**src/rtl/mem_stage_pkg.sv**
```systemverilog
// Shared load/store funct3 codes, FSM state type and access-fault check
// for the memory stage.
package mem_stage_pkg;

  localparam logic [2:0] LB  = 3'd0;
  localparam logic [2:0] LH  = 3'd1;
  localparam logic [2:0] LW  = 3'd2;
  localparam logic [2:0] LBU = 3'd4;
  localparam logic [2:0] LHU = 3'd5;

  localparam logic [2:0] SB  = 3'd0;
  localparam logic [2:0] SH  = 3'd1;
  localparam logic [2:0] SW  = 3'd2;

  typedef enum logic {
    IDLE = 1'b0,
    WAIT = 1'b1
  } state_t;

  // Misaligned, undefined-size or read+write access.
  function automatic logic access_fault(
    input logic [2:0] f3,
    input logic [1:0] off,
    input logic       rd_en,
    input logic       wr_en
  );
    logic f;
    f = 1'b0;
    if (rd_en && wr_en)
      f = 1'b1;
    else if (rd_en)
      f = (f3 == 3'd3) || (f3 == 3'd6) || (f3 == 3'd7);
    else if (wr_en)
      f = (f3 > 3'd2);
    if ((f3[1:0] == 2'b01) && off[0])
      f = 1'b1;
    if ((f3 == LW) && (off != 2'b00))
      f = 1'b1;
    return f;
  endfunction

endpackage

```
**src/rtl/mem_stage_load_align.sv**
```systemverilog
// Load data extraction: picks byte/halfword/word from the read word
// and sign/zero extends. Ports: rdata, offset, funct3 -> data.
module load_align
  import mem_stage_pkg::*;
(
  input  logic [31:0] rdata,
  input  logic [1:0]  offset,
  input  logic [2:0]  funct3,
  output logic [31:0] data
);

  logic [7:0]  b;
  logic [15:0] h;

  always_comb begin
    b = rdata[7:0];
    unique case (offset)
      2'd0: b = rdata[7:0];
      2'd1: b = rdata[15:8];
      2'd2: b = rdata[23:16];
      2'd3: b = rdata[31:24];
      default: b = rdata[7:0];
    endcase
  end

  assign h = offset[1] ? rdata[31:16] : rdata[15:0];

  always_comb begin
    data = rdata;
    unique case (1'b1)
      (funct3 == LB):  data = {{24{b[7]}}, b};
      (funct3 == LBU): data = {24'd0, b};
      (funct3 == LH):  data = {{16{h[15]}}, h};
      (funct3 == LHU): data = {16'd0, h};
      default:         data = rdata;
    endcase
  end

endmodule

```
**src/rtl/mem_stage.sv**
```systemverilog
// MEM pipeline stage: issues loads/stores over a req/ack port, stalls
// upstream while waiting, flags faults. EX inputs -> mem port -> WB.
module mem_stage
  import mem_stage_pkg::*;
#(
  parameter int XLEN = 32
) (
  input  logic            clk,
  input  logic            rst,
  input  logic            ex_valid,
  input  logic [XLEN-1:0] ALUResult,
  input  logic [XLEN-1:0] ReadData2,
  input  logic [2:0]      funct3,
  input  logic            MemRead,
  input  logic            MemWrite,
  input  logic            RegWrite,
  input  logic [4:0]      rd,
  output logic            mem_req,
  output logic            mem_we,
  output logic [XLEN-1:0] mem_addr,
  output logic [XLEN-1:0] mem_wdata,
  output logic [3:0]      mem_wstrb,
  input  logic [XLEN-1:0] mem_rdata,
  input  logic            mem_ack,
  output logic            wb_valid,
  output logic [XLEN-1:0] wb_data,
  output logic [4:0]      wb_rd,
  output logic            wb_RegWrite,
  output logic            mem_stall,
  output logic            mem_fault
);

  state_t      state;
  logic [1:0]  off_q;
  logic [2:0]  f3_q;
  logic        ld_q;
  logic        rw_q;
  logic [4:0]  rd_q;

  logic        memop;
  logic        fault;
  logic [31:0] wdata_n;
  logic [3:0]  wstrb_n;
  logic [31:0] ld_data;

  assign memop = MemRead | MemWrite;
  assign fault = memop &&
    access_fault(funct3, ALUResult[1:0], MemRead, MemWrite);
  assign mem_stall = (state == WAIT);

  always_comb begin
    wdata_n = ReadData2;
    wstrb_n = 4'b1111;
    unique case (1'b1)
      (funct3 == SB): begin
        wdata_n = {4{ReadData2[7:0]}};
        wstrb_n = 4'b0001 << ALUResult[1:0];
      end
      (funct3 == SH): begin
        wdata_n = {2{ReadData2[15:0]}};
        wstrb_n = 4'b0011 << {ALUResult[1], 1'b0};
      end
      default: ;
    endcase
  end

  // Extraction uses the offset/size captured at issue.
  load_align u_align (
    .rdata  (mem_rdata),
    .offset (off_q),
    .funct3 (f3_q),
    .data   (ld_data)
  );

  always_ff @(posedge clk) begin
    if (rst) begin
      state       <= IDLE;
      mem_req     <= 1'b0;
      mem_we      <= 1'b0;
      mem_addr    <= '0;
      mem_wdata   <= '0;
      mem_wstrb   <= 4'b0;
      wb_valid    <= 1'b0;
      wb_data     <= '0;
      wb_rd       <= 5'd0;
      wb_RegWrite <= 1'b0;
      mem_fault   <= 1'b0;
      off_q       <= 2'd0;
      f3_q        <= 3'd0;
      ld_q        <= 1'b0;
      rw_q        <= 1'b0;
      rd_q        <= 5'd0;
    end else begin
      wb_valid  <= 1'b0;
      mem_fault <= 1'b0;
      unique case (state)
        IDLE: begin
          if (ex_valid) begin
            if (!memop) begin
              wb_valid    <= 1'b1;
              wb_data     <= ALUResult;
              wb_rd       <= rd;
              wb_RegWrite <= RegWrite;
            end else if (fault) begin
              wb_valid    <= 1'b1;
              wb_data     <= ALUResult;
              wb_rd       <= rd;
              wb_RegWrite <= 1'b0;
              mem_fault   <= 1'b1;
            end else begin
              mem_req   <= 1'b1;
              mem_we    <= MemWrite;
              mem_addr  <= {ALUResult[31:2], 2'b00};
              mem_wdata <= MemWrite ? wdata_n : '0;
              mem_wstrb <= MemWrite ? wstrb_n : 4'b0;
              off_q     <= ALUResult[1:0];
              f3_q      <= funct3;
              ld_q      <= MemRead;
              rw_q      <= RegWrite;
              rd_q      <= rd;
              state     <= WAIT;
            end
          end
        end
        WAIT: begin
          if (mem_ack) begin
            mem_req     <= 1'b0;
            mem_we      <= 1'b0;
            state       <= IDLE;
            wb_valid    <= 1'b1;
            wb_data     <= ld_q ? ld_data : '0;
            wb_rd       <= rd_q;
            wb_RegWrite <= ld_q & rw_q;
          end
        end
        default: state <= IDLE;
      endcase
    end
  end

endmodule

```
**config.mk**
```make
export PLATFORM = sky130hd
export DESIGN_NAME = mem_stage
export DESIGN_NICKNAME = d
export VERILOG_FILES = /design/src/rtl/mem_stage_pkg.sv /design/src/rtl/mem_stage_load_align.sv /design/src/rtl/mem_stage.sv
export SDC_FILE = /design/constraint.sdc
export NUM_CORES = 1
export LEC_CHECK = 0
export ABC_CLOCK_PERIOD_IN_PS = 6400
export CAP_MARGIN = 20
export CORE_ASPECT_RATIO = 1.4
export CORE_UTILIZATION = 49
export CTS_CLUSTER_DIAMETER = 200
export CTS_CLUSTER_SIZE = 25
export DETAILED_ROUTE_END_ITERATION = 8
export HOLD_SLACK_MARGIN = 0.06
export PLACE_DENSITY = 0.89
export SLEW_MARGIN = 20
export SYNTH_ARGS = -nofsm -noshare
export SYNTH_HDL_FRONTEND = slang
export SYNTH_SLANG_ARGS = --single-unit
```
**constraint.sdc**
```tcl
create_clock -name clk -period 6.4 [get_ports clk]
set_clock_uncertainty 0.2 [all_clocks]
set_input_delay 1.6 -clock clk [delete_from_list [all_inputs] [get_ports clk]]
set_output_delay 1.6 -clock clk [all_outputs]
set_load 0.02 [all_outputs]
```
==> impl_metrics.py, run 1 <==
metrics = {
    "drt": {
        "first_pass_iters": 5,
        "wl_per_cell_um": 20.7,
        "num_vias": 7061,
        "drt_wl_total_mm": 22.4,
        "drc": 0,
        "vias_per_cell": 6.50,
        "drt_iter0_drc": 558,
        "ant_nets": 0,
    },
    "global_routing": {
        "grt_pass1_vias": 6718,
        "antenna_found_initial": 0,
        "grt_use_total_pct": 33.0,
        "grt_start_max_net_pins": 87,
        "grt_pass1_wl_mm": 34.8,
        "gr-total-overflow": 0,
    },
    "critical_path": {
        "critPathKind": "input pin to register",
        "startpoint_type": "input pin",
        "endpoint_kind": "register",
        "worstPathRequired_ps": 6460,
        "worst-path-max-fanout": 36,
        "arrival_ps": 4810,
    },
    "final_layout": {
        "post-route-cell-area_um2": 8980,
        "final_layout_size_suffix_gt1_share_pct": 7.69,
        "final_cells": 1086,
        "num_antenna_cells": 0,
        "n_fill_cell": 925,
        "synthToLayoutAreaGrowth_pct": 43.5,
        "utilization_pct": 72.6,
        "nets": 1035,
    },
    "synthesis": {
        "yosys-top-cells-area": "dfxtp_1 (39%), o21ai_0 (8.5%), a21oi_1 (6.9%)",
        "ys_warn_count": 0,
        "async_flop_share_pct": 0,
        "netlist_area_um2": 6260,
        "synth_top_area_cell": "dfxtp_1",
        "ys.flop_type": "dfxtp_1",
        "ys_seq_area_share_pct": 38.7,
        "synth_edf_count": 0,
        "synth_cells": 765,
        "syn_avg_cell_area_um2": 8.18,
        "synth_top_area_share_pct": 38.7,
        "yosysUniqueCellTypes": 57,
        "synth_seq_cells": 121,
    },
    "pwr": {
        "ir_worst_vdd_mv": 0.185,
        "p_leak_nw": 3.02,
        "power.total_mw": 2.28,
        "power_density_nw_per_um2": 254,
    },
    "cts": {
        "clock_path_buffers": 2,
        "clk_pin_slew_ps": 60,
        "clkLatencyLatePin_ps": 410,
        "cts_made_buffers": 17,
        "cts_max_level": 4,
        "cts_hold_buf": 0,
        "post_cts_buffers": 0,
        "root_buffer": "clkbuf_16",
        "ctsResizeCount": 0,
        "tritoncts": "done",
        "cts_sinks": 121,
    },
    "timing": {
        "finalCritPeriodShare_pct": 74.3,
        "setup_ws_ps": 1650,
        "fin_tns_setup_ps": 0,
        "setup_violations": 0,
        "slew_viol_final": 0,
        "worstMarginPinSlew_ps": 1060,
        "post-route-min-period_ps": 4750,
        "slew_headroom_pct": 29.1,
        "fmax_mhz": 210,
        "hold_viol_final": 0,
        "grt_setup_unrepaired": "false",
        "hold_slack_ps": 255,
    },
    "die": {
        "design.core.area_um2": 12400,
        "dieHeight_um": 136,
        "num_rows": 48,
        "die_w_um": 97.5,
        "start_util_pct": 50.6,
        "die_area_um2": 13200,
        "top_level_ports": 222,
    },
    "status": {
        "status": "completed",
    },
    "placed_design": {
        "gp_congestion": 0.924,
        "place_area_um2": 8380,
        "placedCellCount": 1055,
        "io_buffer_count": 219,
        "preCtsSetupSlack_ps": 1350,
        "dpl.hpwl_mm": 14.7,
    },
    "min_path": {
        "hold_class": "register to register",
    },
    "flow_run": {
        "maxCapViolCount": 0,
    },
}
[cells by family after synthesis]
group                  share of synthesized area (%)
AO/OA/AOI/OAI                                   32.4
AND/OR/NAND/NOR                                 14.6
flip-flops                                      38.7
buffers and inverters                           6.72
multiplexers                                    7.52
other                                         0.0599
[layout by cell type (no fill, tap or decap), types with 12 or more instances in the layout]
cell             instances
inv_1                   12
nand2b_1                13
nor2_1                  26
a31oi_1                 29
o21ai_0                106
o21a_1                  16
nand2_1                 21
mux2_2                  22
nand4_1                 37
a21oi_1                 85
o31ai_1                 16
mux2i_1                 20
clkbuf_16               17
nand3_1                 44
a22oi_1                 16
dfxtp_1                121
clkdlybuf4s50_1        218
[final timing paths]
kind	to	from	slack [ps]	depth (start not counted)
max	wb_data[24]	funct3[0]	1650	6
min	mem_req	mem_req	260	2
max reg2reg	wb_data[24]	mem_stall	3290	5
min reg2reg	mem_req	mem_req	260	2
[power by group]
group	total [mW]	switching, mW	internal [mW]
Clock	0.978	0.348	0.630
Combinational	0.473	0.265	0.208
Sequential	0.830	0.0333	0.797
Total	2.28	0.646	1.64
[flip-flops by register name (all words and copies together) (netlist names), 2 cells and up]
name	count
mem_wdata	32
wb_data	32
mem_addr	30
rd_q	5
wb_rd	5
mem_wstrb	4
f3_q	3
off_q	2
[synth_stat cells (all sizes together), types with 2 or more instances]
master	instances
o22ai	2
o21ai	107
mux2i	20
nand3	44
o31ai	16
a211o	3
nor2b	4
a22oi	16
nor3b	8
a211oi	10
dfxtp	121
o21a	16
nand4	37
o2111ai	10
a31oi	29
a311o	7
o211ai	3
a21oi	86
nand2b	13
nor4	3
nand3b	4
mux2	22
nand2	21
a221oi	4
inv	12
o211a	2
nor2	26
buf	26
clkbuf	63
nor3	2
o311ai	8
and3	2
[critical path, stage by stage]
cell and delay [ps]:
clkdlybuf4s50_1 800, and3b_1 450, or4_4 740, a21oi_2 730
buf_4 350, a31oi_1 120
[cell type report]
type | count | area [µm²] | area share [%]
Clock buffer | 20 | 457 | 5.08
Timing Repair Buffer | 228 | 2270 | 25.3
Clock inverter | 11 | 146 | 1.63
Multi-Input combinational cell | 543 | 3450 | 38.4
Inverter | 13 | 48.8 | 0.543
Sequential cell | 121 | 2420 | 27.0
Tap cell | 150 | 188 | 2.09
[per-layer routing]
layer / GRT usage [%] / up-vias / wire [µm]
li1: - / 3215 / -
met1: 37.2 / 3340 / 8200
met2: 55.5 / 421 / 10900
met3: 9.44 / 85 / 2130
met4: 19.8 / 0 / 1250
met5: 0 / - / 0
Note: power is estimated with default switching activity, not from simulation.
==> run 2, diff against run 1 <==
--- a/config.mk
+++ b/config.mk
@@ -5,15 +5,15 @@
 export SDC_FILE = /design/constraint.sdc
 export NUM_CORES = 1
 export LEC_CHECK = 0
-export ABC_CLOCK_PERIOD_IN_PS = 6400
+export ABC_CLOCK_PERIOD_IN_PS = 4300
 export CAP_MARGIN = 20
 export CORE_ASPECT_RATIO = 1.4
-export CORE_UTILIZATION = 49
+export CORE_UTILIZATION = 41
 export CTS_CLUSTER_DIAMETER = 200
 export CTS_CLUSTER_SIZE = 25
 export DETAILED_ROUTE_END_ITERATION = 8
 export HOLD_SLACK_MARGIN = 0.06
-export PLACE_DENSITY = 0.89
+export PLACE_DENSITY = 0.8
 export SLEW_MARGIN = 20
 export SYNTH_ARGS = -nofsm -noshare
 export SYNTH_HDL_FRONTEND = slang
==> constraint.sdc (replaced) <==
create_clock -name clk -period 4.3 [get_ports clk]
set_clock_uncertainty 0.2 [all_clocks]
set_input_delay 1.075 -clock clk [delete_from_list [all_inputs] [get_ports clk]]
set_output_delay 1.075 -clock clk [all_outputs]
set_load 0.02 [all_outputs]
==> impl_metrics.py, run 2 (synthesis results as in run 1) <==
metrics = {
    "placed_design": {
        "dpl.hpwl_mm": 15.5,
        "gp_congestion": 0.901,
        "io_buffer_count": 219,
        "placedCellCount": 1107,
        "place_area_um2": 8530,
    },
    "die": {
        "num_rows": 53,
        "dieHeight_um": 148,
        "start_util_pct": 41.8,
        "die_area_um2": 15800,
        "design.core.area_um2": 15000,
        "top_level_ports": 222,
        "die_w_um": 106,
    },
    "cts": {
        "tritoncts": "done",
        "clk_pin_slew_ps": 50,
        "clock_path_buffers": 2,
        "cts_made_buffers": 17,
        "cts_sinks": 121,
        "post_cts_buffers": 0,
        "cts_max_level": 4,
        "cts_hold_buf": 0,
        "ctsResizeCount": 0,
        "root_buffer": "clkbuf_16",
        "clkLatencyLatePin_ps": 410,
    },
    "critical_path": {
        "cp_common_cell": "a211oi_1",
        "arrival_ps": 3380,
        "critPathKind": "input pin to register",
        "worstPathRequired_ps": 4370,
        "worst-path-buf-inv": 3,
        "crit_path_max_incr_delay_ps": 740,
        "reg2reg_slack_ps": 1670,
        "cp_cell_sequence": "clkdlybuf4s50_1, buf_4, nor3b_1, or4_4, buf_12, a211oi_1, a211oi_1",
        "slowest_stage": "or4_4",
        "worst-path-max-fanout": 54,
        "startpoint": "funct3[0]",
        "path_delay_family": "buffers and inverters",
        "r2r_start": "mem_stall",
        "endpoint_kind": "register",
        "startpoint_type": "input pin",
    },
    "drt": {
        "drt_wl_total_mm": 22.4,
        "vias_per_cell": 6.05,
        "drt_iter0_drc": 495,
        "ant_nets": 0,
        "first_pass_iters": 5,
        "wl_per_cell_um": 19.7,
        "num_vias": 6883,
        "drc": 0,
    },
    "timing": {
        "hold_viol_final": 0,
        "finalCritPeriodShare_pct": 76.9,
        "post-route-min-period_ps": 3300,
        "grt_setup_unrepaired": "false",
        "fmax_mhz": 303,
        "worstMarginPinSlew_ps": 1080,
        "fin_tns_setup_ps": 0,
        "slew_viol_final": 0,
        "slew_headroom_pct": 28.0,
        "setup_violations": 0,
        "hold_slack_ps": 257,
    },
    "min_path": {
        "hold_start": "mem_req",
        "hold_class": "register to register",
    },
    "global_routing": {
        "antenna_found_initial": 0,
        "grt_start_max_net_pins": 74,
        "grt_pass1_vias": 6566,
        "grt_pass1_wl_mm": 34.7,
        "gr-total-overflow": 0,
        "grt_use_total_pct": 28.0,
    },
    "pwr": {
        "combinationalPowerShare_pct": 21.0,
        "switching_power_uw": 936,
        "sequentialPowerShare_pct": 36.4,
        "power_density_nw_per_um2": 372,
        "switching_share_pct": 27.6,
        "clkPwrFrac_pct": 42.6,
        "p_int_mw": 2.46,
        "ir_worst_vdd_mv": 0.244,
        "p_leak_nw": 3.09,
    },
    "final_layout": {
        "nets": 1045,
        "mostFrequentLayoutCell": "clkdlybuf4s50_1",
        "final_layout_size_suffix_gt1_share_pct": 8.46,
        "reg_top3": "mem_wdata (32), wb_data (32), mem_addr (30)",
        "n_fill_cell": 1364,
        "post-route-cell-area_um2": 9120,
        "final_cell_mix": "clkdlybuf4s50_1 (218), dfxtp_1 (121), o21ai_0 (106)",
        "regArea_um2": 2420,
        "synthToLayoutAreaGrowth_pct": 45.8,
        "final_cells": 1138,
        "multi_input_area_um2": 3450,
        "num_antenna_cells": 0,
    },
    "flow_run": {
        "maxCapViolCount": 0,
    },
    "status": {
        "status": "completed",
    },
}
-- run 2: cell count changes in the layout (fill, tap and decap cells not counted), moves of 2 or more --
cell,previous run,this run
buf_4,9,17
clkinvlp_4,5,0
clkbuf_1,1,3
clkinv_2,2,4
buf_12,1,3
-- run 2: worst register-to-register path: cells and delay by family, from the launching register on --
| family | cells | cell delay, ps |
|---|---|---|
| AOI/OAI and AO/OA | 1 | 400 |
| DFF | 1 | 670 |
| and+or+nand+nor | 2 | 1280 |
-- run 2: area by class of cell --
class	count	area share [%]
timing repair buffer	238	26.0
sequential	121	26.5
clock inverter	8	1.30
clock buffer	23	5.24
tap	192	2.63
inverter	13	0.535
multi-input combinational	543	37.8
-- run 2: metrics by stage --
| stage | setup WS, ps | utilization [%] | power, mW |
|---|---|---|---|
| after floorplan | 1460 | - | 1.62 |
| after global placement | 680 | 56.9 | 1.95 |
| after detailed placement | 602 | 56.9 | 1.96 |
| after CTS | 1040 | 60.9 | 3.40 |
| after global routing | 866 | 60.9 | 3.52 |
| final | 995 | 60.9 | 3.39 |
-- run 2: routing by layer --
metal,GRT usage [%],part of all wire (%)
met1,31.7,38
met2,48.9,51
met4,12.8,3.5
met3,7.23,7.9
met5,0,0
-- run 2: worst paths after layout --
check / endpoint / cells after the start
worst min-delay path: mem_req / 2
worst max register to register: wb_data[23] / 3
worst min register to register: mem_req / 2
worst max-delay path: wb_rd[0] / 7
-- run 2: power by group through the flow --
stage                     registers (mW)  logic (mW)  clock network, mW
after global routing                1.24       0.757               1.52
final                               1.23       0.713               1.45
after CTS                           1.23       0.708               1.46
after detailed placement            1.26       0.705                  0
after floorplan                     1.32       0.306                  0
after global placement              1.26       0.699                  0
==> run 3, diff against run 2 <==
--- a/config.mk
+++ b/config.mk
@@ -5,15 +5,15 @@
 export SDC_FILE = /design/constraint.sdc
 export NUM_CORES = 1
 export LEC_CHECK = 0
-export ABC_CLOCK_PERIOD_IN_PS = 4300
+export ABC_CLOCK_PERIOD_IN_PS = 3100
 export CAP_MARGIN = 20
 export CORE_ASPECT_RATIO = 1.4
-export CORE_UTILIZATION = 41
+export CORE_UTILIZATION = 46
 export CTS_CLUSTER_DIAMETER = 200
 export CTS_CLUSTER_SIZE = 25
 export DETAILED_ROUTE_END_ITERATION = 8
 export HOLD_SLACK_MARGIN = 0.06
-export PLACE_DENSITY = 0.8
+export PLACE_DENSITY = 0.85
 export SLEW_MARGIN = 20
 export SYNTH_ARGS = -nofsm -noshare
 export SYNTH_HDL_FRONTEND = slang
==> constraint.sdc (replaced) <==
create_clock -name clk -period 3.1 [get_ports clk]
set_clock_uncertainty 0.2 [all_clocks]
set_input_delay 0.775 -clock clk [delete_from_list [all_inputs] [get_ports clk]]
set_output_delay 0.775 -clock clk [all_outputs]
set_load 0.02 [all_outputs]
==> impl_metrics.py, run 3 (synthesis results as in run 1) <==
metrics = {
    "flow_run": {
        "maxCapViolCount": 0,
    },
    "cts": {
        "cts_sinks": 121,
        "clk_pin_slew_ps": 60,
        "post_cts_buffers": 0,
        "cts_hold_buf": 0,
        "cts_made_buffers": 17,
        "ctsResizeCount": 0,
        "clkLatencyLatePin_ps": 410,
        "tritoncts": "done",
        "clock_path_buffers": 2,
        "root_buffer": "clkbuf_16",
        "cts_max_level": 4,
    },
    "die": {
        "top_level_ports": 222,
        "dieHeight_um": 140,
        "die_area_um2": 14100,
        "design.core.area_um2": 13300,
        "die_w_um": 101,
        "start_util_pct": 47.0,
        "num_rows": 50,
    },
    "drt": {
        "num_vias": 7162,
        "drt_wl_total_mm": 23.0,
        "wl_per_cell_um": 19.9,
        "drt_iter0_drc": 675,
        "first_pass_iters": 6,
        "ant_nets": 0,
        "drc": 0,
        "vias_per_cell": 6.21,
    },
    "placed_design": {
        "gp_congestion": 0.946,
        "io_buffer_count": 219,
        "dpl.hpwl_mm": 16.0,
        "place_area_um2": 8760,
    },
    "critical_path": {
        "r2r_start": "f3_q[1]",
        "cp-endpoint": "mem_wdata[19]",
        "reg2reg_slack_ps": 940,
        "r2r_cells": 4,
        "slowest_stage": "clkdlybuf4s50_1",
        "timing.rr.end": "wb_data[5]",
        "startpoint": "funct3[0]",
        "cp_cell_sequence": "clkdlybuf4s50_1, buf_4, a211o_1, a211o_2, buf_12, o21ai_0, a21oi_1",
        "arrival_ps": 2800,
        "worst-path-max-fanout": 41,
        "endpoint_kind": "register",
        "worstPathRequired_ps": 3150,
        "crit_path_max_incr_delay_ps": 530,
        "critPathKind": "input pin to register",
        "startpoint_type": "input pin",
    },
    "pwr": {
        "power_density_nw_per_um2": 507,
        "p_leak_nw": 3.22,
        "power.total_mw": 4.75,
        "ir_worst_vdd_mv": 0.326,
    },
    "final_layout": {
        "utilization_pct": 70.3,
        "final_cell_mix": "clkdlybuf4s50_1 (218), dfxtp_1 (121), o21ai_0 (106)",
        "nets": 1070,
        "post-route-cell-area_um2": 9360,
        "synthToLayoutAreaGrowth_pct": 49.6,
        "reg_top3": "mem_wdata (32), wb_data (32), mem_addr (30)",
        "num_antenna_cells": 0,
        "final_layout_size_suffix_gt1_share_pct": 11.2,
        "mostFrequentLayoutCell": "clkdlybuf4s50_1",
        "n_fill_cell": 1038,
    },
    "timing": {
        "fmax_mhz": 364,
        "slew_viol_final": 0,
        "fin_tns_setup_ps": 0,
        "hold_viol_final": 0,
        "post-route-min-period_ps": 2750,
        "hold_slack_ps": 262,
        "setup_violations": 0,
        "grt_setup_unrepaired": "false",
        "slew_headroom_pct": 27.7,
        "worstMarginPinSlew_ps": 1090,
        "finalCritPeriodShare_pct": 88.6,
    },
    "min_path": {
        "hold_class": "register to register",
    },
    "global_routing": {
        "grt_pass1_vias": 6839,
        "grt_use_total_pct": 32.9,
        "gr-total-overflow": 0,
        "grt_start_max_net_pins": 98,
        "grt_pass1_wl_mm": 36.2,
        "antenna_found_initial": 0,
    },
    "status": {
        "status": "completed",
    },
}
run 3: changes by cell type in the layout (fill, tap and decap cells not counted), sizes merged:
cell / before / now
bufinv: 3 / 2
buf: 20 / 45
clkbuf: 23 / 19
clkinv: 6 / 8
clkinvlp: 0 / 3
inv: 12 / 13
run 3: how the worst min path moves through the flow:
stage / cells after the start / from / to
global route: 2 / rw_q / rw_q
CTS: 2 / wb_rd[1] / wb_rd[1]
detailed placement: 2 / wb_rd[1] / wb_rd[1]
global placement: 2 / wb_rd[3] / wb_rd[3]
finish: 2 / wb_rd[1] / wb_rd[1]
floorplan: 2 / rw_q / rw_q
run 3: report_power, final:
part / total [mW] / leakage, nW / switching (mW) / internal, mW
sequential: 1.71 / 0.988 / 0.0598 / 1.65
clock: 1.99 / 0.286 / 0.759 / 1.23
combinational: 1.05 / 1.95 / 0.567 / 0.485
run 3: routing by layer:
layer | GRT usage [%] | share of wire, % | vias to the layer above
met1 | 37.5 | 36 | 3394
met2 | 55.6 | 50 | 399
li1 | - | - | 3293
met4 | 16.3 | 4.7 | 0
met3 | 9.33 | 9.2 | 76
met5 | 0 | 0 | -
run 3: cell type report:
cell class | count | area [µm²] | share of cell area [%]
Clock buffer | 19 | 453 | 4.84
Timing Repair Buffer | 263 | 2620 | 28.0
Tap cell | 182 | 228 | 2.43
Clock inverter | 13 | 145 | 1.55
Sequential cell | 121 | 2420 | 25.9
Multi-Input combinational cell | 543 | 3450 | 36.8
Inverter | 13 | 48.8 | 0.521
run 3: critical path: cells and delay by family:
| family | cells | cell delay [ps] |
|---|---|---|
| AOI/OAI and AO/OA | 4 | 1100 |
| buffers and inverters | 3 | 920 |
run 3: per-stage QoR:
| stage | instances | worst slack [ps] |
|---|---|---|
| floorplan | 766 | 559 |
| global placement | 1122 | 15.1 |
| detailed placement | 1122 | -39.8 |
| CTS | 1154 | 391 |
| global route | 1154 | 208 |
| finish | 1154 | 354 |
